[src/rtl/sdram_pkg.sv]
// sdram_pkg: shared SDRAM command codes, mode-register fields and FSM state encoding
package sdram_pkg;

    // {CS_n, RAS_n, CAS_n, WE_n}
    localparam logic [3:0] NOP  = 4'b0111;
    localparam logic [3:0] PRE  = 4'b0010;
    localparam logic [3:0] AREF = 4'b0001;
    localparam logic [3:0] MSET = 4'b0000;

    localparam logic [2:0] BL_1    = 3'b000;
    localparam logic [2:0] BL_2    = 3'b001;
    localparam logic [2:0] BL_4    = 3'b010;
    localparam logic [2:0] BL_8    = 3'b011;
    localparam logic [2:0] BL_PAGE = 3'b111;

    localparam logic BT_SEQ = 1'b0;
    localparam logic BT_INT = 1'b1;

    localparam logic [2:0] CL_2 = 3'b010;
    localparam logic [2:0] CL_3 = 3'b011;

    localparam logic WB_BURST  = 1'b0;
    localparam logic WB_SINGLE = 1'b1;

    typedef enum logic [2:0] {
        S_PWRUP,
        S_PRE,
        S_TRP,
        S_AREF,
        S_TRFC,
        S_MRS,
        S_TMRD,
        S_DONE
    } state_e;

    function automatic logic [12:0] mode_word(input logic [2:0] bl, input logic bt, input logic [2:0] cl, input logic wb);
        return {3'b000, wb, 2'b00, cl, bt, bl};
    endfunction

    function automatic int imax(input int a, input int b);
        return a > b ? a : b;
    endfunction

endpackage

[src/rtl/sdram_tmr.sv]
// sdram_tmr: loadable down-counter that stops at zero and flags it
module sdram_tmr #(
    parameter int W = 4
) (
    input  logic         clk_i,
    input  logic         rst_i,
    input  logic         ld_i,
    input  logic [W-1:0] ld_val_i,
    output logic         zero_o
);
    logic [W-1:0] cnt_q, cnt_d;

    assign zero_o = cnt_q == '0;

    // load wins; otherwise count down and hold at zero
    always_comb begin
        cnt_d = ld_i ? ld_val_i : zero_o ? cnt_q : cnt_q - 1'b1;
    end

    // counter register
    always_ff @(posedge clk_i or posedge rst_i) begin
        if (rst_i) cnt_q <= '0;
        else cnt_q <= cnt_d;
    end

endmodule

[src/rtl/sdram_init_seq.sv]
// sdram_init_seq: SDRAM power-up sequencer (wait, precharge-all, N auto-refreshes, mode-register set)
module sdram_init_seq
    import sdram_pkg::*;
#(
    parameter int          T_PWRUP_CYC = 20000,
    parameter int          T_RP_CYC    = 2,
    parameter int          T_RFC_CYC   = 7,
    parameter int          T_MRD_CYC   = 2,
    parameter int          AREF_NUM    = 2,
    parameter int          ROW_W       = 13,
    parameter int          BA_W        = 2,
    parameter logic [12:0] MODE_VAL    = mode_word(BL_4, BT_SEQ, CL_3, WB_BURST)
) (
    input  logic             sclk,
    input  logic             s_rst,
    input  logic             init_req,
    output logic [3:0]       cmd_reg,
    output logic [ROW_W-1:0] sdram_addr,
    output logic [BA_W-1:0]  sdram_ba,
    output logic             flag_init_end,
    output logic             init_busy
);
    localparam int TW = $clog2(imax(imax(T_PWRUP_CYC, T_RFC_CYC), imax(T_RP_CYC, T_MRD_CYC)) + 1);
    // wait states are entered one cycle after their command and leave on the edge after zero
    localparam logic [TW-1:0] LD_PWRUP = TW'(T_PWRUP_CYC - 1);
    localparam logic [TW-1:0] LD_RP    = TW'(T_RP_CYC > 1 ? T_RP_CYC - 2 : 0);
    localparam logic [TW-1:0] LD_RFC   = TW'(T_RFC_CYC > 1 ? T_RFC_CYC - 2 : 0);
    localparam logic [TW-1:0] LD_MRD   = TW'(T_MRD_CYC > 1 ? T_MRD_CYC - 2 : 0);
    localparam logic [ROW_W-1:0] ADDR_MODE = ROW_W'(MODE_VAL);
    localparam logic [ROW_W-1:0] ADDR_A10  = ROW_W'(1) << 10;

    if (T_PWRUP_CYC < 1 || T_RP_CYC < 1 || T_RFC_CYC < 1 || T_MRD_CYC < 1 ||
        AREF_NUM < 1 || AREF_NUM > 15 || ROW_W < 11 || BA_W < 1) begin : g_param_chk
        $error("sdram_init_seq: parameter out of range");
    end

    state_e          state_q, state_d;
    logic [3:0]      cmd_q, cmd_d;
    logic [3:0]      ref_cnt_q, ref_cnt_d;
    logic            flag_q, flag_d;
    logic            arm_q;
    logic            tmr_ld, tmr_zero;
    logic [TW-1:0]   tmr_ld_val;
    logic            refs_done;

    assign refs_done = ref_cnt_q == 4'(AREF_NUM);

    sdram_tmr #(.W(TW)) u_tmr (
        .clk_i    (sclk),
        .rst_i    (s_rst),
        .ld_i     (tmr_ld),
        .ld_val_i (tmr_ld_val),
        .zero_o   (tmr_zero)
    );

    // state, registered outputs and refresh count; arm_q marks the power-up timer as loaded
    always_ff @(posedge sclk or posedge s_rst) begin
        if (s_rst) begin
            state_q   <= S_PWRUP;
            cmd_q     <= NOP;
            flag_q    <= 1'b0;
            ref_cnt_q <= '0;
            arm_q     <= 1'b0;
        end else begin
            state_q   <= state_d;
            cmd_q     <= cmd_d;
            flag_q    <= flag_d;
            ref_cnt_q <= ref_cnt_d;
            arm_q     <= 1'b1;
        end
    end

    // next state and timer loads; a one-cycle gap bypasses its wait state
    always_comb begin
        state_d    = state_q;
        tmr_ld     = 1'b0;
        tmr_ld_val = '0;
        case (state_q)
            S_PWRUP: begin
                tmr_ld     = !arm_q;
                tmr_ld_val = LD_PWRUP;
                if (arm_q && tmr_zero) state_d = S_PRE;
            end
            S_PRE: begin
                tmr_ld     = T_RP_CYC > 1;
                tmr_ld_val = LD_RP;
                state_d    = T_RP_CYC > 1 ? S_TRP : S_AREF;
            end
            S_TRP: if (tmr_zero) state_d = S_AREF;
            S_AREF: begin
                tmr_ld     = T_RFC_CYC > 1;
                tmr_ld_val = LD_RFC;
                state_d    = T_RFC_CYC > 1 ? S_TRFC : refs_done ? S_MRS : S_AREF;
            end
            S_TRFC: if (tmr_zero) state_d = refs_done ? S_MRS : S_AREF;
            S_MRS: begin
                tmr_ld     = T_MRD_CYC > 1;
                tmr_ld_val = LD_MRD;
                state_d    = T_MRD_CYC > 1 ? S_TMRD : S_DONE;
            end
            S_TMRD: if (tmr_zero) state_d = S_DONE;
            S_DONE: if (init_req) state_d = S_PRE;
            default: state_d = S_PWRUP;
        endcase
    end

    // outputs are decoded from the state being entered so they register alongside it
    always_comb begin
        cmd_d     = state_d == S_PRE ? PRE : state_d == S_AREF ? AREF : state_d == S_MRS ? MSET : NOP;
        flag_d    = state_d == S_DONE;
        ref_cnt_d = state_d == S_PRE ? 4'd0 : state_d == S_AREF ? ref_cnt_q + 4'd1 : ref_cnt_q;
    end

    assign cmd_reg       = cmd_q;
    assign sdram_addr    = cmd_q == MSET ? ADDR_MODE : ADDR_A10;
    assign sdram_ba      = '0;
    assign flag_init_end = flag_q;
    assign init_busy     = !flag_q;

endmodule

[config.mk]
export PLATFORM = sky130hd
export DESIGN_NAME = sdram_init_seq
export DESIGN_NICKNAME = d
export VERILOG_FILES = /design/src/rtl/sdram_pkg.sv /design/src/rtl/sdram_tmr.sv /design/src/rtl/sdram_init_seq.sv
export SDC_FILE = /design/constraint.sdc
export NUM_CORES = 1
export LEC_CHECK = 0
export CORE_MARGIN = 1
export CORE_UTILIZATION = 48
export DETAILED_ROUTE_END_ITERATION = 6
export PLACE_DENSITY = 0.75
export SYNTH_ARGS = -nofsm -noshare
export SYNTH_HDL_FRONTEND = slang
export SYNTH_SLANG_ARGS = --single-unit
export TNS_END_PERCENT = 50
[constraint.sdc]
create_clock -name sclk -period 2 [get_ports sclk]
set_input_delay 0.4 -clock sclk [delete_from_list [all_inputs] [get_ports sclk]]
set_output_delay 0.4 -clock sclk [all_outputs]
set_load 0.05 [all_outputs]
Yosys cells after proc, flatten, opt, wreduce, memory -nomap -nowiden

Index checks and enable logic that the tools add are counted.

Register bits after elaboration: 28
Input bits: 3
Output and inout port bits: 21
Word-level logic and storage cells: 46

$add $sub $neg: 2
Eq/ne operators: 13
Mux-type cells: 17
Reduce and logical (&&, ||, !) cells: 8

Operator list:

| operator                                              | number |
|---|---|
| two-way mux 15 bit                                    | 2 |
| one-hot mux 15 bit (2 select lines)                   | 1 |
| two-way mux 3 bit                                     | 9 |
| one-hot mux 3 bit (8 select lines)                    | 1 |
| == test 3 bit, second input constant                  | 6 |
| zero test 15 bit                                      | 1 |
| subtractor 15 x 1 -> 15 bit, second input constant    | 1 |
| two-way mux 11 bit                                    | 1 |
| == test 3 x 2 -> 1 bit, second input constant         | 3 |
| two-way mux 4 bit                                     | 2 |
| == test 3 x 1 -> 1 bit, second input constant         | 2 |
| adder 4 x 1 -> 4 bit, second input constant           | 1 |
| == test 4 x 2 -> 1 bit, second input constant         | 1 |
| zero test 4 bit                                       | 1 |
| zero test 3 bit                                       | 1 |
| OR reduction 3 bit                                    | 1 |
| zero test 1 bit                                       | 2 |
| inequality test 2 x 1 -> 1 bit, second input constant | 1 |
| one-hot mux 1 bit (2 select lines)                    | 1 |
| nonzero test 2 bit                                    | 1 |
| logical AND 1 bit                                     | 1 |

Longest topological paths before layout

Depth in word-level cells: 8
Mapped depth: 8

Modules after synthesis

From an unflattened synthesis, not the netlist that was laid out.

Cells, all modules: 169
Area, all modules: 1,615.3 µm²

By module, submodules not included:

| module         | times used | cells each | area each (µm²) | seq. area each (µm²) |
|---|---|---|---|---|
| sdram_tmr      | 1          | 94         | 884.6           | 375.4 |
| sdram_init_seq | 1          | 75         | 730.7           | 304.0 |

Worst setup path before layout

Ideal clock, no wire load.

Path kind: flip-flop to output port
Start: register cmd_q[1], in the netlist cmd_reg[1]
End: output port sdram_addr[4]
Data arrival time: 1.792 ns
Data required time: 1.600 ns
Setup slack: -0.192 ns
Cell stages (with the launch flop): 4
Path buffers: 1
Cell sequence: dfstp_2 -> or3_1 -> inv_1 -> buf_4

Longest elaborated chain between the ends: 2

RTL lines:

| item                     | RTL line              | text |
|---|---|---|
| start: declaration       | sdram_init_seq.sv:38  | `logic [3:0] cmd_q, cmd_d;` |
| start signal: assignment | sdram_init_seq.sv:66  | `cmd_q <= cmd_d;` |
| zero test 4 bit          | sdram_init_seq.sv:115 | `assign sdram_addr = cmd_q == MSET ? ADDR_MODE : ADDR_A10;` |
| two-way mux 11 bit       | sdram_init_seq.sv:115 |  |
| end: declaration         | sdram_init_seq.sv:18  | `output logic [ROW_W-1:0] sdram_addr,` |

No other way between the ends.

Worst setup path after layout

Start: register u_tmr.cnt_q[8]
End: register ref_cnt_q[2]

Longest elaborated chain between the ends: 6
Elaborated cells between the ends (all ways): 11
Classes of those cells: eq/ne: 2; mux: 6; reduce/logical: 3

RTL lines:

| item                                                             | RTL line              | text |
|---|---|---|
| start: declaration                                               | sdram_tmr.sv:11       | `logic [W-1:0] cnt_q, cnt_d;` |
| start signal: assignment                                         | sdram_tmr.sv:23       | `else cnt_q <= cnt_d;` |
| zero test 15 bit *                                               | sdram_tmr.sv:13       | `assign zero_o = cnt_q == '0;` |
| logical AND 1 bit                                                | sdram_init_seq.sv:82  | `if (arm_q && tmr_zero) state_d = S_PRE;` |
| two-way mux 3 bit                                                | sdram_init_seq.sv:82  |  |
| one-hot mux 3 bit (8 select lines) *                             | sdram_init_seq.sv:78  | `case (state_q)` |
| net state_d[0]                                                   | sdram_init_seq.sv:37  | `state_e state_q, state_d;` |
| == test 3 x 1 -> 1 bit or == test 3 x 2 -> 1 bit (tied branches) | sdram_init_seq.sv:111 | `ref_cnt_d = state_d == S_PRE ? 4'd0 : state_d == S_AREF ? ref_cnt_q + 4'd1 : ref_cnt_q;` |
| two-way mux 4 bit or nonzero test 2 bit (tied branches)          | -                     |  |
| end signal: assignment                                           | sdram_init_seq.sv:68  | `ref_cnt_q <= ref_cnt_d;` |
| end: declaration                                                 | sdram_init_seq.sv:39  | `logic [3:0] ref_cnt_q, ref_cnt_d;` |

The timed path passes the listed nets; every way through them passes the cells marked *.
A chain may end at the register's enable or synchronous reset.

==> results.cfg <==
[run_status]
status = completed

[worst_setup_path]
crit_type = flip-flop to flip-flop
path_max_fanout = 10
crit_arrival_ns = 2.11
r2r_setup_slack_ns = 0.1
crit_required_ns = 2.21
r2r-end = ref_cnt_q[2]
startpoint_type = flip-flop
ff2ff_path_depth = 6
worstSetupEndpointType = flip-flop
crit_end = ref_cnt_q[2]
r2r_start = u_tmr.cnt_q[8]
startpoint = u_tmr.cnt_q[8]

[synthesis]
yosysTopAreaCellShare_pct = 37.62
syn_avg_cell_area_um2 = 9.503
ys_seq_area_share_pct = 42.55
ys.flop_type = dfrtp_1
synth_cell_types = 41
syn_area_mm2 = 0.001597
async_flop_share_pct = 100.0
yosys_warnings = 0
synth_top_area_cell = dfrtp_1
synth_commonest_cells = 24 x dfrtp_1, 16 x nor2_1, 14 x buf_4
synth_edf_count = 0
ys_top_cells_by_area = dfrtp_1 38%, buf_4 6.6%, dfstp_2 4.9%
synthCells = 168
ys_ff_latch = 27
synthMostInstantiatedCell = dfrtp_1

[global_route]
grt_max_degree = 17
grt_pass1_wl_um = 4830
grt_usage_pct = 18.19
antenna_found_initial = 0
grt_overflow = 0
grt_pass1_vias = 1117

[placement]
numPortBuffers = 11
hpwl_um = 2186
gp_congestion = 0.8308

[hold_path]
hold_path_class = input pin to asynchronous set/reset pin

[clock_tree]
post_cts_buffers = 0
cts_tree = done
cts.htree.levels = 1
cts.sinks = 27
clock_latency_ns = 0.32
cts-root-buf = clkbuf_4
clk_pin_slew_ns = 0.15
cts_buffers = 3
holdBufCountCts = 0
clockBufferDepth = 2

[power]
clkPwrFrac_pct = 21.9
switching_share_pct = 31.09
ir_worst_vdd_v = 0.0003230
seq_power_share_pct = 59.0
leakagePower_nw = 0.7375
switchingPower_mw = 0.3277
p_comb_share_pct = 19.1
total_power_mw = 1.054
p_int_mw = 0.7265
powerDensity_mw_per_mm2 = 587.1

[drt]
totalWireLength_um = 2838
first_iter_violations = 62
vias = 1164
ant_nets = 0
drc = 0
vias_per_cell = 5.173
wl_per_cell_um = 12.61
first_pass_iters = 4

[final_layout]
largest-register = u_tmr.cnt_q
fin_util_pct = 57.86
drive_above_1_share_pct = 18.78
nets = 188
diodes = 0
largest_reg_flops = 15
syn_to_final_growth_pct = 12.46
reg.largest.list = u_tmr.cnt_q (15), ref_cnt_q (4)

[sta]
finalSetupViolCount = 0
worst_slew_pin_slew_ns = 0.5815
rsz0062_at_grt = yes
fin_tns_setup_ns = 0
min_period_ns = 1.902
max_freq_mhz = 525.9
post-route-period-util_pct = 95.08
slew_headroom_pct = 61.23
fin_skew_ns = 0.01477
slew_viol_final = 0
hold_violations = 0

[floorplan]
num_rows = 20
dieArea_mm2 = 0.003561
dieWidth_um = 59.67
start_util_pct = 51.45
io_pins = 24
die_h_um = 59.67
core_mm2 = 0.003103

[job]
drv_cap = 0
==> final cells by class <==
class | count | area [um2]
inverter | 13 | 52.55
multi-input combinational | 122 | 807.0
sequential | 27 | 679.4
clock buffer | 4 | 26.28
timing repair buffer | 15 | 175.2
fill | 273 | 1308
tap | 44 | 55.05
==> kinds of logic (layout without fill, tap and decap cells) <==
kind of cell / Yosys count / in the layout / share of synthesized area (%)
other: 2 / 13 / 0.4704
AO/OA/AOI/OAI: 37 / 37 / 14.66
adder cells (fa/ha/maj): 3 / 3 / 2.351
AND/OR/NAND/NOR: 57 / 57 / 22.57
flip-flops: 27 / 27 / 42.56
XOR/XNOR: 9 / 9 / 4.938
buffers and inverters: 30 / 32 / 10.42
multiplexers: 3 / 3 / 2.038
==> how the worst min path moves through the flow <==
stage / from / cells after the start / slack (ns) / to
6_report: s_rst / 2 / 0.41 / flag_init_end
5_1_grt: s_rst / 2 / 0.42 / state_q[1]
4_1_cts: s_rst / 2 / 0.41 / flag_init_end
3_5_place_dp: ref_cnt_q[3] / 1 / 0.50 / ref_cnt_q[3]
3_3_place_gp: ref_cnt_q[3] / 1 / 0.49 / ref_cnt_q[3]
2_1_floorplan: s_rst / 1 / 0.45 / arm_q
==> worst max-delay path, stage by stage, from the launching register on <==
cell and delay (ns):
dfrtp_1 0.46, nor4_4 0.42, nand4_4 0.28, a21oi_4 0.25, nand2_2 0.10, o21bai_1 0.16
o2bb2ai_1 0.12
==> layer usage <==
metal	track usage (%)	wire length (um)
met1	23.16	1302
met2	31.75	1454
met3	2.597	61
met4	5.648	19
met5	0	0
==> cells in the final DEF (no fill, tap or decap), types with 2 or more instances in the layout <==
cell,n
buf_12,4
o31ai_1,2
dfstp_2,3
mux2_2,2
a21oi_1,11
conb_1,13
clkdlybuf4s50_1,3
nand3_1,4
clkbuf_4,3
nor4_1,2
o21ai_0,6
inv_1,12
xor2_1,3
buf_4,7
o22ai_1,2
nor2_1,16
xnor2_1,6
o21ai_1,8
dfrtp_1,24
nor4_4,3
nand3b_1,2
nand2_1,12
ha_1,3
nor3_1,6
==> metrics by stage <==
step | instance area, um2 | std cells | hold WS (ns) | setup slack (ns)
finish | 1795 | 225 | 0.4100 | 0.09844
CTS | 1783 | 225 | 0.4087 | 0.01679
global route | 1795 | 225 | 0.4199 | -0.03095
detailed placement | 1757 | 221 | 0.4996 | 0.08263
floorplan | 1647 | 179 | 0.4505 | 0.06237
global placement | 1757 | 221 | 0.4909 | 0.1283
==> power groups by stage <==
stage               Clock, mW  Combinational, mW  Sequential (mW)
global route            0.258              0.226            0.628
finish                  0.231              0.201            0.622
detailed placement          0              0.198            0.630
floorplan                   0              0.181            0.620
CTS                     0.237              0.201            0.621
global placement            0              0.192            0.629
==> timing repair <==
item | CTS | global route
resized for setup | 0 | 3
endpoints found under the setup margin | 0 | 5
endpoints found under the hold margin | 0 | 0
Power figures use the tool's default switching activity.
